--- src/rtl/shift_sequencer.sv ---
// shift_sequencer: serial shift controller with request/response handshakes.
// Accepts one shift request in IDLE, shifts the operand one bit per clock in
// SHIFT, and presents the result in DONE until the consumer takes it.
// Optional feature macro: SHIFT_SEQ_ARITH_EN (op 2'b10 becomes arithmetic
// right shift; when undefined, op 2'b10 is a reserved pass-through with err).
module shift_sequencer #(
  parameter int WIDTH = 16,
  parameter int CNT_W = 5
) (
  input  logic             clk,
  input  logic             rst_n,
  input  logic             req_valid,
  output logic             req_ready,
  input  logic [1:0]       shiftControl,
  input  logic [15:0]      shamt,
  input  logic [WIDTH-1:0] data,
  output logic             resp_valid,
  input  logic             resp_ready,
  output logic [WIDTH-1:0] out,
  output logic             err,
  output logic             busy
);

  typedef enum logic [1:0] {
    IDLE  = 2'd0,
    SHIFT = 2'd1,
    DONE  = 2'd2
  } state_t;

`ifdef SHIFT_SEQ_ARITH_EN
  localparam logic ARITH_EN = 1'b1;
`else
  localparam logic ARITH_EN = 1'b0;
`endif

  state_t             state_r, state_s;
  logic [1:0]         op_r, op_s;
  logic [WIDTH-1:0]   work_r, work_s;
  logic [CNT_W-1:0]   cnt_r, cnt_s;
  logic               err_r, err_s;
  logic [CNT_W-1:0]   cnt_load_s;
  logic               no_shift_s;

  // One-position shift of the working operand for the latched op code.
  function automatic logic [WIDTH-1:0] shift_one(input logic [1:0] op_f,
                                                 input logic [WIDTH-1:0] w);
    case (op_f)
      2'b01:   shift_one = {w[WIDTH-2:0], 1'b0};
      2'b11:   shift_one = {1'b0, w[WIDTH-1:1]};
`ifdef SHIFT_SEQ_ARITH_EN
      2'b10:   shift_one = {w[WIDTH-1], w[WIDTH-1:1]};
`else
      2'b10:   shift_one = w;
`endif
      default: shift_one = w;
    endcase
  endfunction

  // Saturate the requested amount and decide whether any shifting is needed.
  always_comb begin
    cnt_load_s = {CNT_W{1'b0}};
    no_shift_s = 1'b0;
    if (shamt >= 16'(WIDTH)) begin
      cnt_load_s = CNT_W'(WIDTH);
    end else begin
      cnt_load_s = shamt[CNT_W-1:0];
    end
    no_shift_s = (shiftControl == 2'b00) ||
                 ((shiftControl == 2'b10) && !ARITH_EN) ||
                 (cnt_load_s == {CNT_W{1'b0}});
  end

  // Next-state and datapath update for the IDLE/SHIFT/DONE sequence.
  always_comb begin
    state_s = state_r;
    op_s    = op_r;
    work_s  = work_r;
    cnt_s   = cnt_r;
    err_s   = err_r;
    case (state_r)
      IDLE: begin
        if (req_valid) begin
          op_s   = shiftControl;
          work_s = data;
          cnt_s  = cnt_load_s;
          err_s  = (shiftControl == 2'b10) && !ARITH_EN;
          if (no_shift_s) begin
            state_s = DONE;
          end else begin
            state_s = SHIFT;
          end
        end else begin
          state_s = IDLE;
        end
      end
      SHIFT: begin
        work_s = shift_one(op_r, work_r);
        cnt_s  = cnt_r - CNT_W'(1);
        if (cnt_r == CNT_W'(1)) begin
          state_s = DONE;
        end else begin
          state_s = SHIFT;
        end
      end
      DONE: begin
        if (resp_ready) begin
          state_s = IDLE;
        end else begin
          state_s = DONE;
        end
      end
      default: begin
        state_s = IDLE;
      end
    endcase
  end

  // State and datapath registers; reset aborts any operation in flight.
  always_ff @(posedge clk or negedge rst_n) begin
    if (!rst_n) begin
      state_r <= IDLE;
      op_r    <= 2'b00;
      work_r  <= {WIDTH{1'b0}};
      cnt_r   <= {CNT_W{1'b0}};
      err_r   <= 1'b0;
    end else begin
      state_r <= state_s;
      op_r    <= op_s;
      work_r  <= work_s;
      cnt_r   <= cnt_s;
      err_r   <= err_s;
    end
  end

  assign req_ready  = (state_r == IDLE);
  assign resp_valid = (state_r == DONE);
  assign busy       = (state_r != IDLE);
  assign out        = work_r;
  assign err        = err_r;

endmodule
--- config.mk ---
export PLATFORM = sky130hd
export DESIGN_NAME = shift_sequencer
export DESIGN_NICKNAME = d
export VERILOG_FILES = /design/src/rtl/shift_sequencer.sv
export SDC_FILE = /design/constraint.sdc
export NUM_CORES = 1
export LEC_CHECK = 0
export CAP_MARGIN = 20
export CORE_MARGIN = 5
export CORE_UTILIZATION = 48
export CTS_CLUSTER_SIZE = 16
export DETAILED_ROUTE_END_ITERATION = 8
export PLACE_DENSITY = 0.86
export SYNTH_ARGS = -nofsm -noshare
export SYNTH_HDL_FRONTEND = slang
export SYNTH_SLANG_ARGS = --single-unit
--- constraint.sdc ---
create_clock -name clk -period 4.7 [get_ports clk]
set_clock_uncertainty 0.1 [all_clocks]
set_input_delay 0.47 -clock clk [delete_from_list [all_inputs] [get_ports clk]]
set_output_delay 0.47 -clock clk [all_outputs]
set_load 0.02 [all_outputs]
# Yosys cells after proc, flatten, opt, wreduce, memory -nomap -nowiden
# Index checks and enable logic that the tools add are counted.
op_classes:
  addsub: 1
  order_cmp: 1
  eq_ne: 8
  mux: 11
  n_reduce_logical: 10
op_table:
  columns: ["op", "n"]
  rows:
  - ["$pmux W16 S2", 2]
  - ["$ge A16 B5 Y1 const B", 1]
  - ["$mux W16", 1]
  - ["$mux W5", 2]
  - ["$pmux W5 S2", 1]
  - ["$mux W2", 4]
  - ["$eq A2 B2 Y1 const B", 3]
  - ["$pmux W2 S3", 1]
  - ["$eq A5 B1 Y1 const B", 1]
  - ["$logic_not A5 Y1", 1]
  - ["$sub A5 B1 Y5 const B", 1]
  - ["$eq A2 B1 Y1 const B", 2]
  - ["$logic_not A2 Y1", 2]
  - ["$reduce_and A2 Y1", 2]
  - ["$reduce_bool A2 Y1", 2]
  - ["$ne A3 B1 Y1 const B", 1]
  - ["$reduce_and A3 Y1", 1]
  - ["$logic_or A1 B1 Y1", 2]
  - ["$ne A2 B2 Y1 const B", 1]
totals:
  regBits: 26
  out_inout_bits: 20
  wordCells: 36

# Depth between registers and ports, before layout
depth:
  ltp_word: 7
  ltp_mapped: 6

# Worst setup path before layout
# No wires, ideal clock.
synth_timing:
  path_kind: "reg-to-output"
  start: "register state_r[0]"
  end: "output port req_ready"
  arrival_ns: 1.007
  required_ns: 4.130
  slack_ns: 3.123
  path_stages_with_launch: 4
  path_cell_list: "dfrtp_1 > buf_6 > or2_2 > inv_1"
synth_via:
  elab_chain_cells: 1
synth_lines:
  columns: ["item", "line_no", "source"]
  rows:
  - ["from (decl)", "36", "state_t state_r, state_s;"]
  - ["from (signal assigned)", "127", "state_r <= state_s;"]
  - ["$logic_not A2 Y1", "135", "assign req_ready = (state_r == IDLE);"]
  - ["to (decl)", "13", "output logic req_ready,"]
# Every way passes these cells.

# Worst setup path in the final report
# Ends and elaborated chain as after synthesis.

==> flow_metrics.tcl <==
set metrics [dict create \
    setup_tns_ns 0 \
    relSlewSlack 0.352 \
    die_w_um 68.6 \
    period_needed_ns 2.42 \
    syn_to_final_growth_pct 35.3 \
    drtAntennaViolNets 0 \
    dr.pass1.iters 4 \
    yosysWarnings 0 \
    drv_slew 0 \
    ioPinCount 58 \
    p_total_mw 1.46 \
    routedWlPerCell_um 15.9 \
    tritoncts "yes" \
    portBuffers 57 \
    synth_cells 175 \
    arrival_ns 1.85 \
    synth_fp_nets 215 \
    fin_crit_sh 0.515 \
    power_density_nw_per_um2 654 \
    ys_seq_area_frac 0.395 \
    place_inst 265 \
    cts_inserted_buffers 3 \
    rsz0062_at_grt "no" \
    synth_top_area_cell "dfrtp_1" \
    hold_path_class "in2async" \
    power_leakage_nw 0.952 \
    status "finished clean" \
    via_per_inst 5.75 \
    yosysTopAreaCellShare 0.395 \
    worstSetupStartpoint "state_r[0]$_DFF_PN0_" \
    insertion_delay_ns 0.34 \
    finalSetupViolCount 0 \
    gp_congestion 0.741 \
    final_cell_mix "57 x clkdlybuf4s50_1, 26 x dfrtp_1, 19 x nand3_1" \
    fmax_mhz 413 \
    post_route_cells_drive_above_1_share 0.0852 \
    grt_usage 0.184 \
    synthFlopType "dfrtp_1" \
    first_global_vias 1431 \
    synthArstFlopShare 1.00 \
    grt_pass1_wl_um 6650 \
    h-tree-depth 1 \
    core_um2 3340 \
    cts_root_buf "clkbuf_4" \
    grt_overflow 0 \
    ctsHoldBuffers 0 \
    start_util 0.494 \
    cts_post_setup_buffers_inserted 0 \
    cp_max_fo 10 \
    wl_um 4270 \
    critPathRequiredTime_ns 4.13 \
    synth-edff-count 0 \
    hold_viol_final 0 \
    synth.avg_cell_area_um2 9.42 \
    postCtsResizedCells 0 \
    grt_max_degree 27 \
    critical_path_class "reg2out" \
    cts_sinks 26 \
    stdcell_count 269 \
    ys_types 38 \
    fin_nets 264 \
    post-dp-hpwl_um 3040 \
    irDropWorstVdd_v 0.000260 \
    vias 1548 \
    cp-start-kind "register" \
    r2r_slack_ns 2.35 \
    antenna_found_initial 0 \
    synth_area_um2 1650 \
    worst_pin_slew_ns 0.968 \
    maxCapViolations 0 \
    die_h_um 68.6 \
    synth_area_leaders "dfrtp_1 39%, a211oi_1 6.4%, o31ai_2 6.1%" \
    clockBufferDepth 2 \
    layout_commonest_cell "clkdlybuf4s50_1" \
    r2r-start "state_r[0]$_DFF_PN0_" \
    dieArea_um2 4700 \
    drc 0 \
    n_antenna_cell 0 \
    crit_path_end_kind "output pin" \
    cts.clk_slew.worst_paths_ns 0.16 \
    num_rows 21 \
    utilization 0.668 \
    drt_iter0_markers 108 \
    ys_ff_latch 26 \
]
## worst paths after layout
kind,to,depth (start not counted)
min reg2reg,err$_DFFE_PN0P_,2
max reg2reg,out[2]$_DFFE_PN0P_,3
max,req_ready,3
min in group clk,err$_DFFE_PN0P_,2
min,out[9]$_DFFE_PN0P_,2
max in group asynchronous,err$_DFFE_PN0P_,2
## worst max-delay path, stage by stage, from the launching register on
cell and delay (ns):
dfrtp_1 0.51, or2_2 0.36, inv_1 0.06, clkdlybuf4s50_1 0.59
## per-stage QoR
| step | setup WS (ns) | area (um^2) | hold WS, ns |
|---|---|---|---|
| floorplan | 3.12 | 1650 | 0.0744 |
| global placement | 2.40 | 2180 | 0.362 |
| detailed placement | 2.34 | 2180 | 0.368 |
| CTS | 2.28 | 2230 | 0.395 |
| global route | 2.18 | 2230 | 0.411 |
| finish | 2.28 | 2230 | 0.373 |
## sequential cells by signal, indices dropped and copies added, names as in the netlist
signal and cells:
err 1, state_r 2, out 16, cnt_r 5, op_r 2
## layout make-up
class	instances	area, um^2
Fill cell	300	1110
Timing Repair Buffer	58	578
Sequential cell	26	651
Clock buffer	3	22.5
Multi-Input combinational cell	126	857
Inverter	9	33.8
Clock inverter	1	30.0
Tap cell	46	57.6
## metal layers
layer,GRT usage,vias to the layer above,share of wire
met5,0,-,0
met4,0.0670,0,0.015
met3,0.00648,5,0.037
met2,0.325,35,0.50
met1,0.239,757,0.44
li1,-,751,-
## where the power goes
group	switching, mW	total (mW)	internal, mW
clock	0.0739	0.160	0.0864
combinational	0.438	0.819	0.381
sequential	0.145	0.478	0.332
## synth_stat cells, drive strengths merged (4+ instances only)
cell     n
dfrtp   26
nand3   19
and3    15
nor2    15
a211oi  14
o31ai   14
buf     12
inv      9
nand2    7
o21ai    5
mux2i    4
nor4     4
## cell families after synthesis
kind of cell	Yosys count	share of synthesized area
flops	26	0.395
simple gates	78	0.267
mux	4	0.0243
fa+ha+maj	2	0.0152
buf+inv	23	0.0850
compound gates	42	0.213
Note: power is estimated with default switching activity, not from simulation.
==> RTL edit 1 (same settings) <==
Encoding of `state_t`: now one-hot (3 bits for 3 states).
--- a/src/rtl/shift_sequencer.sv
+++ b/src/rtl/shift_sequencer.sv
@@ -21,10 +21,10 @@
   output logic             busy
 );
 
-  typedef enum logic [1:0] {
-    IDLE  = 2'd0,
-    SHIFT = 2'd1,
-    DONE  = 2'd2
+  typedef enum logic [2:0] {
+    IDLE  = 3'b001,
+    SHIFT = 3'b010,
+    DONE  = 3'b100
   } state_t;
 
 `ifdef SHIFT_SEQ_ARITH_EN
Behaviour: same outputs for any inputs over 10 cycles, from zero or initial values and one cycle with rst_n low; not proved beyond that.
==> RTL edit 1 against the unedited design <==
  * Final area grew 2.9%
  * Routed wire length grew 4.8%
  * Cell count shrank 1.1%
  * Sequential share of layout area grew 0.33 points
  * Die area grew 1.6%
  * Power shrank 11%
  * Synthesized area grew 1.8%
  * First-iteration DRC count grew 66%
  * Worst setup slack lost 0.28 ns
  * Sequential cell count grew 1
  * Core utilization grew 1.4 points
  * Fmax shrank 10%
  * Largest cell class unchanged
==> RTL edit 1: results (changes against the unedited design) <==
cell count after placement 262 (-1.1%); metal1 wirelength 1890 um (-0.42%); clk pwr 0.000104 W (-35%); Synth top area share 0.388 (-0.00707); Rel. slew slack 0.557 (+0.205); Top FF cell, synth dfrtp_1; register area share after synthesis 0.403 (+0.00859); largest net degree at the start of global routing 28 (+3.7%); GRT Total Usage 0.186 (+0.00107); CTS Buf Count 3 (unchanged); min-delay worst type input pin to asynchronous set/reset pin; Final Wtd Congestion 0.755 (+1.9%); Post-Layout Cell Count 266 (-1.1%); Max H-tree Level 1 (unchanged); Synth area leaders dfrtp_1 (39%), o2bb2ai_1 (7.3%), a211oi_2 (6.7%), o22ai_1 (5.6%), and3_1 (5.2%); Critical-path top delay cell dfstp_2; DP HPWL 3080 um (+1.3%); synth unique cells 41 (+7.9%); clock slew seen by the registers of the worst setup and hold paths 0.16 ns (about the same); syn nets 210 (-2.3%); Int Pwr 0.000717 W (-10%); met3 Resource Use GR 0.0334 (+0.0269); synth warn 0 (unchanged); post-CTS setup buffers 0 (unchanged); Comb. pwr 0.000690 W (-16%); via count 1607 (+3.8%); Worst path max stage delay 0.67 ns (+0.08 ns); placed cell areas 2270 um^2 (+4.1%); first-iteration detailed-routing DRC count 179 (+66%); first-pass GRT wire length 7420 um (+12%); share of cells above drive strength 1 0.123 (+0.0375); gr busiest metal met2; fill count 294 (-2.0%); Synth top cells by count dfrtp_1 (26), o22ai_1 (15), and3_1 (14), o2bb2ai_1 (14), nand2_1 (11); drt wl/cell 16.8 um (+6.0%); status complete, no violations; met2 Usage GRT 0.333 (+0.00724); fraction of registers with async set/reset 1.00 (unchanged); worst-path fanout max 10 (unchanged); metal3 WL 362 um (+130%); CTS Buffer Depth 2 (unchanged); Synth Instances 170 (-2.9%); port buffer count 57 (unchanged); Arr. time, crit path 2.13 ns (+0.28 ns); GR Layer Usage met1 0.223 (-0.0159); initial antenna violation count 0 (unchanged); clk_lat worst skew 0.33 ns; DR pass1 iterations 4 (unchanged); ant diodes 0 (unchanged); critical path's top delay family flip-flops; IR drop worst, VDD 0.307 mV (+18%); post-CTS resize count 0 (unchanged); DR top layer met4; Placement Setup Slack 2.38 ns (+0.0389 ns); Lkg Pwr 0.941 nW (-1.2%); wire length on met2 2180 um (+1.4%); Switch Pwr 0.000576 W (-12%)
[RTL edit 1: cell count changes in the layout (fill, tap and decap cells not counted), sizes merged, moves of 2 or more]
cell | unedited run | this run
buf | 1 | 4
mux2i | 4 | 1
nand2 | 7 | 11
nand3 | 19 | 6
nor2 | 15 | 3
nor3 | 0 | 3
nor3b | 3 | 1
nor4bb | 0 | 2
o22ai | 0 | 15
o2bb2ai | 0 | 14
o31ai | 14 | 0
or3 | 2 | 0
[RTL edit 1: worst paths after layout]
check	startpoint	end	slack, ns	cells past startpoint
setup / recovery	state_r[0]$_DFF_PN1_	req_ready	2.00	3
min in group clk	err$_DFFE_PN0P_	err$_DFFE_PN0P_	0.42	2
hold / removal	rst_n	out[1]$_DFFE_PN0P_	0.39	2
setup reg to reg	op_r[0]$_DFFE_PN0P_	out[13]$_DFFE_PN0P_	2.78	3
max in group asynchronous	rst_n	state_r[0]$_DFF_PN1_	3.81	2
hold reg to reg	err$_DFFE_PN0P_	err$_DFFE_PN0P_	0.42	2
[RTL edit 1: final cells by class]
class / count / area (um^2) / area share
Clock inverter: 1 / 5.00 / 0.00218
Clock buffer: 3 / 22.5 / 0.00982
Timing Repair Buffer: 61 / 601 / 0.262
Sequential cell: 27 / 677 / 0.295
Multi-Input combinational cell: 119 / 897 / 0.391
Tap cell: 46 / 57.6 / 0.0251
Inverter: 9 / 33.8 / 0.0147
[RTL edit 1: worst register-to-register path: stages (launching register included)]
cell,delay [ns]
dfrtp_1,0.67
nand2_1,0.54
a211oi_1,0.41
o2bb2ai_1,0.11
[RTL edit 1: kinds of logic after synthesis]
family	Yosys count	share of synthesized area
adder cells (fa/ha/maj)	2	0.0149
buffers and inverters	24	0.0746
AND/OR/NAND/NOR	59	0.220
multiplexers	2	0.0127
AO/OA/AOI/OAI	56	0.274
flip-flops	27	0.403
==> RTL edit 2 (same flow settings) <==
Without the edit above. `CNT_W`: 5 -> 10.
--- a/src/rtl/shift_sequencer.sv
+++ b/src/rtl/shift_sequencer.sv
@@ -5,7 +5,7 @@
 // right shift; when undefined, op 2'b10 is a reserved pass-through with err).
 module shift_sequencer #(
   parameter int WIDTH = 16,
-  parameter int CNT_W = 5
+  parameter int CNT_W = 10
 ) (
   input  logic             clk,
   input  logic             rst_n,
Formal check against the unedited RTL: no difference found for any inputs over 10 cycles, from zero or initial values and one cycle with rst_n low; that may be too few to reach the edited logic, so the function may still have changed.
==> RTL edit 2 against the unedited design <==
  * Sequential cell count up 5
  * Die area up 12%
  * Via count up 8.8%
  * Hold slack better by 0.026 ns
  * Routed wire length up 12%
  * Worst setup slack worse by 0.064 ns
  * Power up 23%
  * Final area up 15%
  * Synthesized area up 15%
  * Critical path type is now input pin to flip-flop
  * Highest routed layer unchanged
==> RTL edit 2: results (changes against the unedited design) <==
reg2reg start state_r[1]$_DFF_PN0_; via count 1684 (+8.8%); min-delay worst type flip-flop to flip-flop; metal1 wirelength 2150 um (+14%); compound-cell area share of the yosys netlist 0.235 (+0.0219); Fmax achieved 403 MHz (-2.6%); metal3 WL 306 um (+95%); GRT Total Usage 0.197 (+0.0121); placed cell areas 2450 um^2 (+13%); Synth top cells by count dfrtp_1 (31), nand2_1 (27), nor2_1 (21); mux contribution to synthesized area 0.0331 (+0.00884); status complete, no violations; crit end category flip-flop; FF-to-FF path depth 4 (+1); Comb. pwr 0.000954 W (+16%); IR drop worst, VDD 0.400 mV (+53%); Worst R2R Setup Slack 2.45 ns (+0.10 ns); first-iteration detailed-routing DRC count 189 (+75%); Critical-path top delay cell a21boi_4; Switch Pwr 0.000791 W (+20%); Worst Setup SP req_valid; worst-path fanout max 32 (+22); RR Endpoint out[10]$_DFFE_PN0P_; Lkg Pwr 1.11 nW (+17%); Int Pwr 0.00101 W (+26%); xor/xnor share of the synthesized area 0.00464 (+0.00464); largest net degree at the start of global routing 33 (+22%); clk_lat worst skew 0.29 ns (-0.05 ns); drt wl/cell 16.3 um (+2.8%); met3 Resource Use GR 0.0441 (+0.0376); Final Wtd Congestion 0.886 (+20%); met2 Usage GRT 0.309 (-0.0168); GR Layer Usage met1 0.265 (+0.0260); DP HPWL 3430 um (+13%); Arr. time, crit path 2.57 ns (+0.72 ns); synth unique cells 45 (+18%); CTS Buf Count 5 (+2); critical path's top delay family compound AO/OA/AOI/OAI gates; share of cells above drive strength 1 0.126 (+0.0408)
==> RTL edit 2: changes by cell type in the layout (fill, tap and decap cells not counted), moves of 4 or more <==
cell / delta
a211oi_1: -14
clkbuf_8: +6
and3_1: -12
o31ai_1: -6
nand3_1: -4
a21o_1: +14
inv_1: -5
nand2_1: +20
a311oi_2: +12
dfrtp_1: +5
o31ai_2: -8
nor2_1: +6
==> RTL edit 2: layout make-up <==
class                   instances  area (um^2)
inverters                       4         15.0
flip-flops and latches         31          776
fillers                       306         1170
multi-input cells             144         1020
clock buffers                   6         82.6
repair buffers                 59          586
well taps                      48         60.1
clock inverters                 2         35.0
==> RTL edit 2: cell families after synthesis <==
kind of cell	count (synthesis)
simple gates	90
compound gates	45
flops	31
buf+inv	18
mux	6
fa+ha+maj	2
xor+xnor	1
